## src/rtl/cpu_defs_pkg.sv

```systemverilog
// Shared CPU type definitions used by the ID-stage scoreboard.
package cpu_defs;

  typedef logic [4:0]  RegAddr_t;
  typedef logic        Bit_t;
  typedef logic [31:0] RegMask_t;

  // Default number of long-latency operations allowed in flight.
  localparam int SB_MAX_OUTSTANDING = 4;

endpackage : cpu_defs

```

## src/rtl/sb_hazard_check.sv

```systemverilog
// Combinational RAW/WAW detection against the pending mask.
// A same-cycle writeback can optionally hide the hazard.
module sb_hazard_check
  import cpu_defs::*;
#(
  parameter int BYPASS_WB = 1
) (
  input  RegMask_t pending_i,
  input  RegAddr_t raddr1_i,
  input  RegAddr_t raddr2_i,
  input  RegAddr_t waddr_i,
  input  Bit_t     we_i,
  input  Bit_t     wb_valid_i,
  input  RegAddr_t wb_waddr_i,
  output Bit_t     raw_o,
  output Bit_t     waw_o
);

  // A register is busy when it is pending and not being written back right now.
  function automatic Bit_t busy(input RegAddr_t r);
    Bit_t clr;
    clr  = (BYPASS_WB != 0) && wb_valid_i && (wb_waddr_i == r) && (r != 5'd0);
    busy = (r != 5'd0) && pending_i[r] && !clr;
  endfunction

  // Hazard flags for the instruction currently in ID.
  always_comb begin
    raw_o = busy(raddr1_i) | busy(raddr2_i);
    waw_o = we_i & busy(waddr_i);
  end

endmodule : sb_hazard_check

```

## src/rtl/id_scoreboard.sv

```systemverilog
// Register scoreboard and issue controller between ID and EX.
// Tracks GPRs with outstanding long-latency writes, stalls on hazards,
// bounds the number of in-flight long ops and recovers on flush.
module id_scoreboard
  import cpu_defs::*;
#(
  parameter int MAX_OUTSTANDING = SB_MAX_OUTSTANDING,
  parameter int BYPASS_WB       = 1,
  parameter int CNT_W           = 4
) (
  input  logic             clk,
  input  logic             rst_n,
  input  logic             id_valid,
  input  logic [4:0]       id_raddr1,
  input  logic [4:0]       id_raddr2,
  input  logic [4:0]       id_waddr,
  input  logic             id_we,
  input  logic             id_long,
  input  logic             ex_ready,
  output logic             id_ready,
  output logic             issue_fire,
  input  logic             wb_valid,
  input  logic [4:0]       wb_waddr,
  input  logic             flush,
  output logic [31:0]      pending,
  output logic [CNT_W-1:0] outstanding,
  output logic             wb_err
);

  localparam logic [CNT_W-1:0] MAX_CNT = CNT_W'(MAX_OUTSTANDING);

  RegMask_t         pending_q, pending_d;
  logic [CNT_W-1:0] outstanding_q, outstanding_d;
  Bit_t             wb_err_q, wb_err_d;
  Bit_t             raw, waw, full, set, inc, dec;

  sb_hazard_check #(
    .BYPASS_WB (BYPASS_WB)
  ) u_hazard (
    .pending_i  (pending_q),
    .raddr1_i   (id_raddr1),
    .raddr2_i   (id_raddr2),
    .waddr_i    (id_waddr),
    .we_i       (id_we),
    .wb_valid_i (wb_valid),
    .wb_waddr_i (wb_waddr),
    .raw_o      (raw),
    .waw_o      (waw)
  );

  // Issue handshake: a writeback this cycle frees a slot when bypass is on.
  always_comb begin
    full       = (outstanding_q == MAX_CNT) && !((BYPASS_WB != 0) && wb_valid);
    id_ready   = ex_ready & ~flush & ~raw & ~waw & ~(id_long & full);
    issue_fire = id_valid & id_ready;
  end

  // Next scoreboard state; set beats clear on the same register.
  always_comb begin
    pending_d     = pending_q;
    outstanding_d = outstanding_q;
    wb_err_d      = 1'b0;
    set           = issue_fire & id_long & id_we & (id_waddr != 5'd0);
    inc           = issue_fire & id_long;
    // Counter saturates at zero on a spurious writeback.
    dec           = wb_valid & (outstanding_q != '0);
    if (flush) begin
      pending_d     = '0;
      outstanding_d = '0;
    end else begin
      if (wb_valid) begin
        pending_d[wb_waddr] = 1'b0;
      end
      if (set) begin
        pending_d[id_waddr] = 1'b1;
      end
      if (inc && !dec) begin
        outstanding_d = outstanding_q + 1'b1;
      end else if (dec && !inc) begin
        outstanding_d = outstanding_q - 1'b1;
      end
      wb_err_d = wb_valid &
                 ((outstanding_q == '0) || ((wb_waddr != 5'd0) && !pending_q[wb_waddr]));
    end
    pending_d[0] = 1'b0;
  end

  // Scoreboard state registers, cleared immediately on reset.
  always_ff @(posedge clk or negedge rst_n) begin
    if (!rst_n) begin
      pending_q     <= '0;
      outstanding_q <= '0;
      wb_err_q      <= 1'b0;
    end else begin
      pending_q     <= pending_d;
      outstanding_q <= outstanding_d;
      wb_err_q      <= wb_err_d;
    end
  end

  assign pending     = pending_q;
  assign outstanding = outstanding_q;
  assign wb_err      = wb_err_q;

endmodule : id_scoreboard

```

## config.mk

```make
export PLATFORM = sky130hd
export DESIGN_NAME = id_scoreboard
export DESIGN_NICKNAME = d
export VERILOG_FILES = /design/src/rtl/cpu_defs_pkg.sv /design/src/rtl/sb_hazard_check.sv /design/src/rtl/id_scoreboard.sv
export SDC_FILE = /design/constraint.sdc
export NUM_CORES = 1
export LEC_CHECK = 0
export ABC_CLOCK_PERIOD_IN_PS = 10100
export BUFFER_PORTS_ARGS = -buffer_cell sky130_fd_sc_hd__buf_2
export CAP_MARGIN = 20
export CORE_MARGIN = 2
export CORE_UTILIZATION = 45
export CTS_CLUSTER_SIZE = 16
export DETAILED_ROUTE_END_ITERATION = 8
export PLACE_DENSITY_LB_ADDON = 0.05
export RECOVER_POWER = 25
export SYNTH_ARGS = -nofsm -noshare
export SYNTH_HDL_FRONTEND = slang
export SYNTH_SLANG_ARGS = --single-unit
```

## constraint.sdc

```tcl
create_clock -name clk -period 10.1 [get_ports clk]
set_input_delay 2.02 -clock clk [delete_from_list [all_inputs] [get_ports clk]]
set_output_delay 2.02 -clock clk [all_outputs]
set_load 0.02 [all_outputs]
```

======== Yosys cells after proc, flatten, opt, wreduce, memory -nomap -nowiden ========
Index checks and enable logic that the tools add are counted.
word-level totals
  output and inout port bits .............. 39
  logic and storage cells ................. 88
  bits in registers ....................... 36
operators by class
  mux-type cells .......................... 20
  equality and inequality tests ........... 4
  reduce and logical (&&, ||, !) cells .... 33
  bitwise gates (word level) .............. 20
  magnitude comparators ................... 6
  $add $sub $neg .......................... 2
operator list
  cell                                                                number
  two-way mux 32 bit                                                  4
  AND 32 bit                                                          1
  inverter 32 bit                                                     1
  bitwise OR 32 bit                                                   1
  < comparator 5 x 6 -> 1 bit (second input constant)                 4
  binary-select mux 1 bit (select 5 bit)                              4
  nonzero test 5 bit                                                  4
  logical AND 1 bit                                                   18
  equality test 5 bit                                                 3
  AND 1 bit                                                           12
  two-way mux 4 bit                                                   3
  demux 1 bit (select 5 bit)                                          2
  greater-or-equal comparator 5 x 1 -> 1 bit (second input constant)  2
  logical NOT 1 bit                                                   7
  two-way mux 1 bit                                                   7
  adder 4 x 1 -> 4 bit (second input constant)                        1
  equality test 4 x 3 -> 1 bit (second input constant)                1
  logical NOT 4 bit                                                   1
  inverter 1 bit                                                      4
  nonzero test 4 bit                                                  1
  subtractor 4 x 1 -> 4 bit (second input constant)                   1
  nonzero test 3 bit                                                  1
  logical OR 1 bit                                                    1
  bitwise OR 1 bit                                                    1

======== Longest topological paths before layout ========
  depth after elaboration ................. 17
  depth in mapped cells ................... 13
  gate-level depth less buffers ........... 11

======== Cells and area by module ========
Synthesis repeated with hierarchy kept, for this count alone.
second synthesis, totals
  cells, all modules ...................... 340
  area total of the unflattened synthesis .. 3321.9 µm²
by module, submodules not included
  module           cells each  instances  area an instance (µm²)  seq. area each (µm²)
  id_scoreboard    244         1          2288.4                  900.9
  sb_hazard_check  96          1          1033.5                  0.0

======== Worst setup path after synthesis ========
No wires, ideal clock.
  kind .................................... input port to output port
  start ................................... input id_raddr2[0]
  end ..................................... output issue_fire
  cell stages on the path ................. 8
  arrival ................................. 3.871 ns
  buffers on the path ..................... 1
  path slack .............................. 4.209 ns
  required time ........................... 8.080 ns
  path through ............................ buf_6 mux4_2 mux2_2 o211a_1 o21ai_1 o2111ai_2 inv_1 and2_1
between the ends
  word-level cells in the longest chain between the ends .. 11
RTL lines
  element                                                                                         line                   text
  from (decl)                                                                                     id_scoreboard.sv:15    input logic [4:0] id_raddr2,
  parallel branches: the longest is 4 deep, another holds binary-select mux 1 bit (select 5 bit)  -
  logical AND 1 bit (*)                                                                           sb_hazard_check.sv:23  busy = (r != 5'd0) && pending_i[r] && !clr;
  bitwise OR 1 bit (*)                                                                            sb_hazard_check.sv:28  raw_o = busy(raddr1_i) | busy(raddr2_i);
  inverter 1 bit (*)                                                                              id_scoreboard.sv:54    id_ready = ex_ready & ~flush & ~raw & ~waw & ~(id_long & full);
  AND 1 bit (*) (3 in a row)                                                                      id_scoreboard.sv:54
  via id_ready                                                                                    id_scoreboard.sv:20    output logic id_ready,
  AND 1 bit (*)                                                                                   id_scoreboard.sv:55    issue_fire = id_valid & id_ready;
  to (decl)                                                                                       id_scoreboard.sv:21    output logic issue_fire,
Mark *: on every way through the listed nets, which the timed path passes. The select of a mux whose other input is x is not followed.

======== Final worst setup path ========
  start ................................... input id_waddr[1]
  end ..................................... output issue_fire
between the ends
  word-level cells in the longest chain between the ends .. 10
RTL lines
  element                                                                                         line                   text
  from (decl)                                                                                     id_scoreboard.sv:16    input logic [4:0] id_waddr,
  parallel branches: the longest is 4 deep, another holds binary-select mux 1 bit (select 5 bit)  -
  logical AND 1 bit (*)                                                                           sb_hazard_check.sv:23
  AND 1 bit (*)                                                                                   sb_hazard_check.sv:29  waw_o = we_i & busy(waddr_i);
  inverter 1 bit (*)                                                                              id_scoreboard.sv:54
  AND 1 bit (*) (2 in a row)                                                                      id_scoreboard.sv:54
  AND 1 bit (*)                                                                                   id_scoreboard.sv:55
Every way passes the cells marked *. The select of a mux whose other input is x is not followed.

==> metrics.yaml <==
status:
  status: "finished, violations left"
  violations: "capacitance limit, slew limit"
cts:
  root_buffer: "clkbuf_8"
  clockBufferDepth: 2
  cts_tree: "built"
  postCtsSetupBuffers: 0
  clkTransAtPathRegs_ns: 0.08
  cts_buffers: 5
  h-tree-depth: 2
  worstSkewPairLatency_ns: 0.30
  postCtsHoldBufs: 0
  ctsResizeCount: 0
  clkSinkCount: 36
min_path:
  holdPathStages: 2
  holdCritPathClass: "reg2reg"
synth:
  yosys_register_bits: 36
  synth.area.mux_share_pct: 22.8
  synth_common_cells: "o21ai_0, dfrtp_1, mux4_2, nor2b_1, nand2_1"
  syn-cell-area_um2: 3290
  yosys.area_share.simple_pct: 24.0
  synth-compound-area-share_pct: 14.9
  synth-xor-area-share_pct: 4.26
  ys.flop_type: "dfrtp_1"
  synth_cell_type_count: 57
  synth_top_family_by_area: "simple AND/OR/NAND/NOR gates"
  synthCells: 351
  synth_top_cell_by_area: "dfrtp_1"
  yosysMostFrequentCell: "o21ai_0"
  synth-warning-count: 0
  synth_area_per_cell_um2: 9.36
  ys_async_sr_fraction_pct: 100
  yosys.area_share.adder_pct: 1.37
  synth-edff-count: 0
  yosysSeqAreaShare_pct: 27.4
  synth_top_area_share_pct: 27.4
  synth.area.top_cells: "dfrtp_1, mux4_2, o21ai_0, nor2b_1, nand3b_1"
  synthesis.nets: 382
sta:
  tns_ns: 0
  setup_viol: 0
  hold_viol: 0
  post-route-period-util_pct: 60.8
  whs_ns: 0.650
  period_needed_ns: 6.14
  slew_headroom_pct: -36.6
  fmax_mhz: 163
  rsz0062_at_grt: "false"
  tightest_slew_ns: 2.05
  fin_skew_ns: 0.00882
  slew_violations: 37
critical_path:
  arrival_ns: 4.12
  crit_top_cell: "buf_2"
  required_ns: 8.08
  crit_path_max_incr_delay_ns: 0.55
  cp.depth: 9
  reg2reg_to: "outstanding[3]$_DFFE_PN0P_"
  cp.buffers_inverters: 3
  start_kind: "input port"
  worstReg2RegStart: "pending[16]$_DFF_PN0_"
  critPathMaxFanout: 20
  crit_path_end: "issue_fire"
  cp_slowest_cell: "mux4_2"
  reg2reg_slack_ns: 6.39
  crit_type: "in2out"
  cp_cell_sequence: "buf_2 -> mux4_2 -> nor2_1 -> a31oi_1 -> a2111oi_2 -> o2111ai_2 -> inv_1 -> and2_1 -> buf_2"
  cp-end-kind: "output pin"
  setup.worst_path.start: "id_waddr[1]"
  critical_path.top_delay_family: "compound AO/OA/AOI/OAI gates"
  reg2reg_depth: 11
drt:
  final_antenna_net_count: 0
  drc: 0
  wl_um: 10800
  wl_per_cell_um: 21.8
  post_drt_via_cell_ratio: 6.26
  drt_pre_antenna_iters: 5
  first_iter_violations: 314
  vias: 3098
cells_and_area:
  syn_to_final_growth_pct: 12.5
  nets: 426
  final_util_pct: 51.5
  antennaDiodeCount: 0
  nFillCells: 698
  drive_above_1_share_pct: 28.8
  final_area_um2: 3700
power_and_ir_drop:
  cellLeakagePower_nw: 1.55
  powerDensity_nw_per_um2: 112
  ir_drop_v: 0.0000729
floorplanning:
  design.portCount: 67
  core.rowCount: 31
  fp.dieW_um: 89.5
  dieArea_um2: 8000
  initial_core_util_pct: 45.8
  die_y_um: 89.5
  core-area_um2: 7180
global_route:
  grt-ovfl-total: 0
  antenna_found_initial: 0
  grt_max_degree: 44
  grt_pass1_wl_um: 16500
  grt_use_total_pct: 28.2
  grt_pass1_vias: 2839
placement:
  port_buffers: 65
  post-dp-hpwl_um: 7720
  placed_area_um2: 3600
  routabilityCongestion: 0.945
job:
  maxCapViolCount: 1
==> power breakdown <==
part / switching (W) / internal, W / total [W] / leakage (nW)
Sequential: 0.00000917 / 0.000152 / 0.000161 / 0.500
Clock: 0.0000563 / 0.0000555 / 0.000112 / 0.0445
Combinational: 0.0000816 / 0.0000591 / 0.000141 / 1.01
Total: 0.000147 / 0.000267 / 0.000414 / 1.55
==> logic make-up after synthesis <==
family	count (synthesis)
AND/OR/NAND/NOR	136
AO/OA/AOI/OAI	79
multiplexers	42
buffers and inverters	38
flip-flops	36
XOR/XNOR	16
adder cells (fa/ha/maj)	3
other	1
==> area by class of cell <==
cell class                      count  area (µm²)  share of cell area (%)
Inverter                           10        37.5                    1.02
Timing Repair Buffer               65         324                    8.76
Clock inverter                      1        7.51                   0.203
Multi-Input combinational cell    277        2220                    60.0
Tap cell                           99         124                    3.35
Clock buffer                        7        86.3                    2.34
Sequential cell                    36         901                    24.4
==> stage by stage <==
stage	setup WS, ns	std cells	total power, W
finish	3.96	495	0.000414
detailed placement	3.96	487	0.000304
global route	3.80	495	0.000440
global placement	3.98	487	0.000302
CTS	3.96	495	0.000415
floorplan	4.21	351	0.000267
==> placed cells by master (no fill, tap or decap), types with 2 or more instances in the layout <==
| cell | count |
|---|---|
| mux2_2 | 9 |
| nor4_1 | 6 |
| buf_2 | 64 |
| nor3b_1 | 7 |
| a31oi_1 | 4 |
| nand3b_1 | 19 |
| or2_2 | 3 |
| ha_1 | 2 |
| a311o_1 | 2 |
| mux2i_1 | 7 |
| nand2_1 | 22 |
| mux4_2 | 25 |
| nor2b_1 | 24 |
| xor2_1 | 13 |
| or3_1 | 3 |
| clkbuf_1 | 2 |
| o31ai_1 | 7 |
| o21ai_0 | 42 |
| inv_1 | 10 |
| nand3_1 | 10 |
| nand2b_1 | 10 |
| nor3_1 | 3 |
| o22ai_1 | 3 |
| and2_1 | 3 |
| xnor2_1 | 3 |
| nor2_1 | 17 |
| clkbuf_8 | 6 |
| dfrtp_1 | 36 |
| a21oi_1 | 7 |
| a211oi_1 | 2 |
==> how the worst min path moves through the flow <==
| stage | start | to | slack, ns |
|---|---|---|---|
| after floorplan | pending[10]$_DFF_PN0_ | pending[10]$_DFF_PN0_ | 0.66 |
| after global placement | pending[6]$_DFF_PN0_ | pending[6]$_DFF_PN0_ | 0.62 |
| after detailed placement | pending[6]$_DFF_PN0_ | pending[6]$_DFF_PN0_ | 0.63 |
| after CTS | pending[6]$_DFF_PN0_ | pending[6]$_DFF_PN0_ | 0.65 |
| after global routing | pending[4]$_DFF_PN0_ | pending[4]$_DFF_PN0_ | 0.68 |
| final | pending[6]$_DFF_PN0_ | pending[6]$_DFF_PN0_ | 0.65 |
==> sequential cells by signal (all words and copies together) (netlist names) <==
| register | flops |
|---|---|
| outstanding | 4 |
| wb_err | 1 |
| pending | 31 |
==> tightest hold or removal path: stages, from the launching register on <==
cell      delay, ns
dfrtp_1        0.45
nand3b_1       0.10
o21ai_0        0.07
==> metal layers <==
metal	global-route usage, %	vias up	part of all wire, %
met4	7.33	0	1.6
met5	0	-	0
li1	-	1393	-
met1	42.7	1534	43
met3	5.26	17	9.3
met2	41.3	154	46
(Power assumes the default switching activity.)
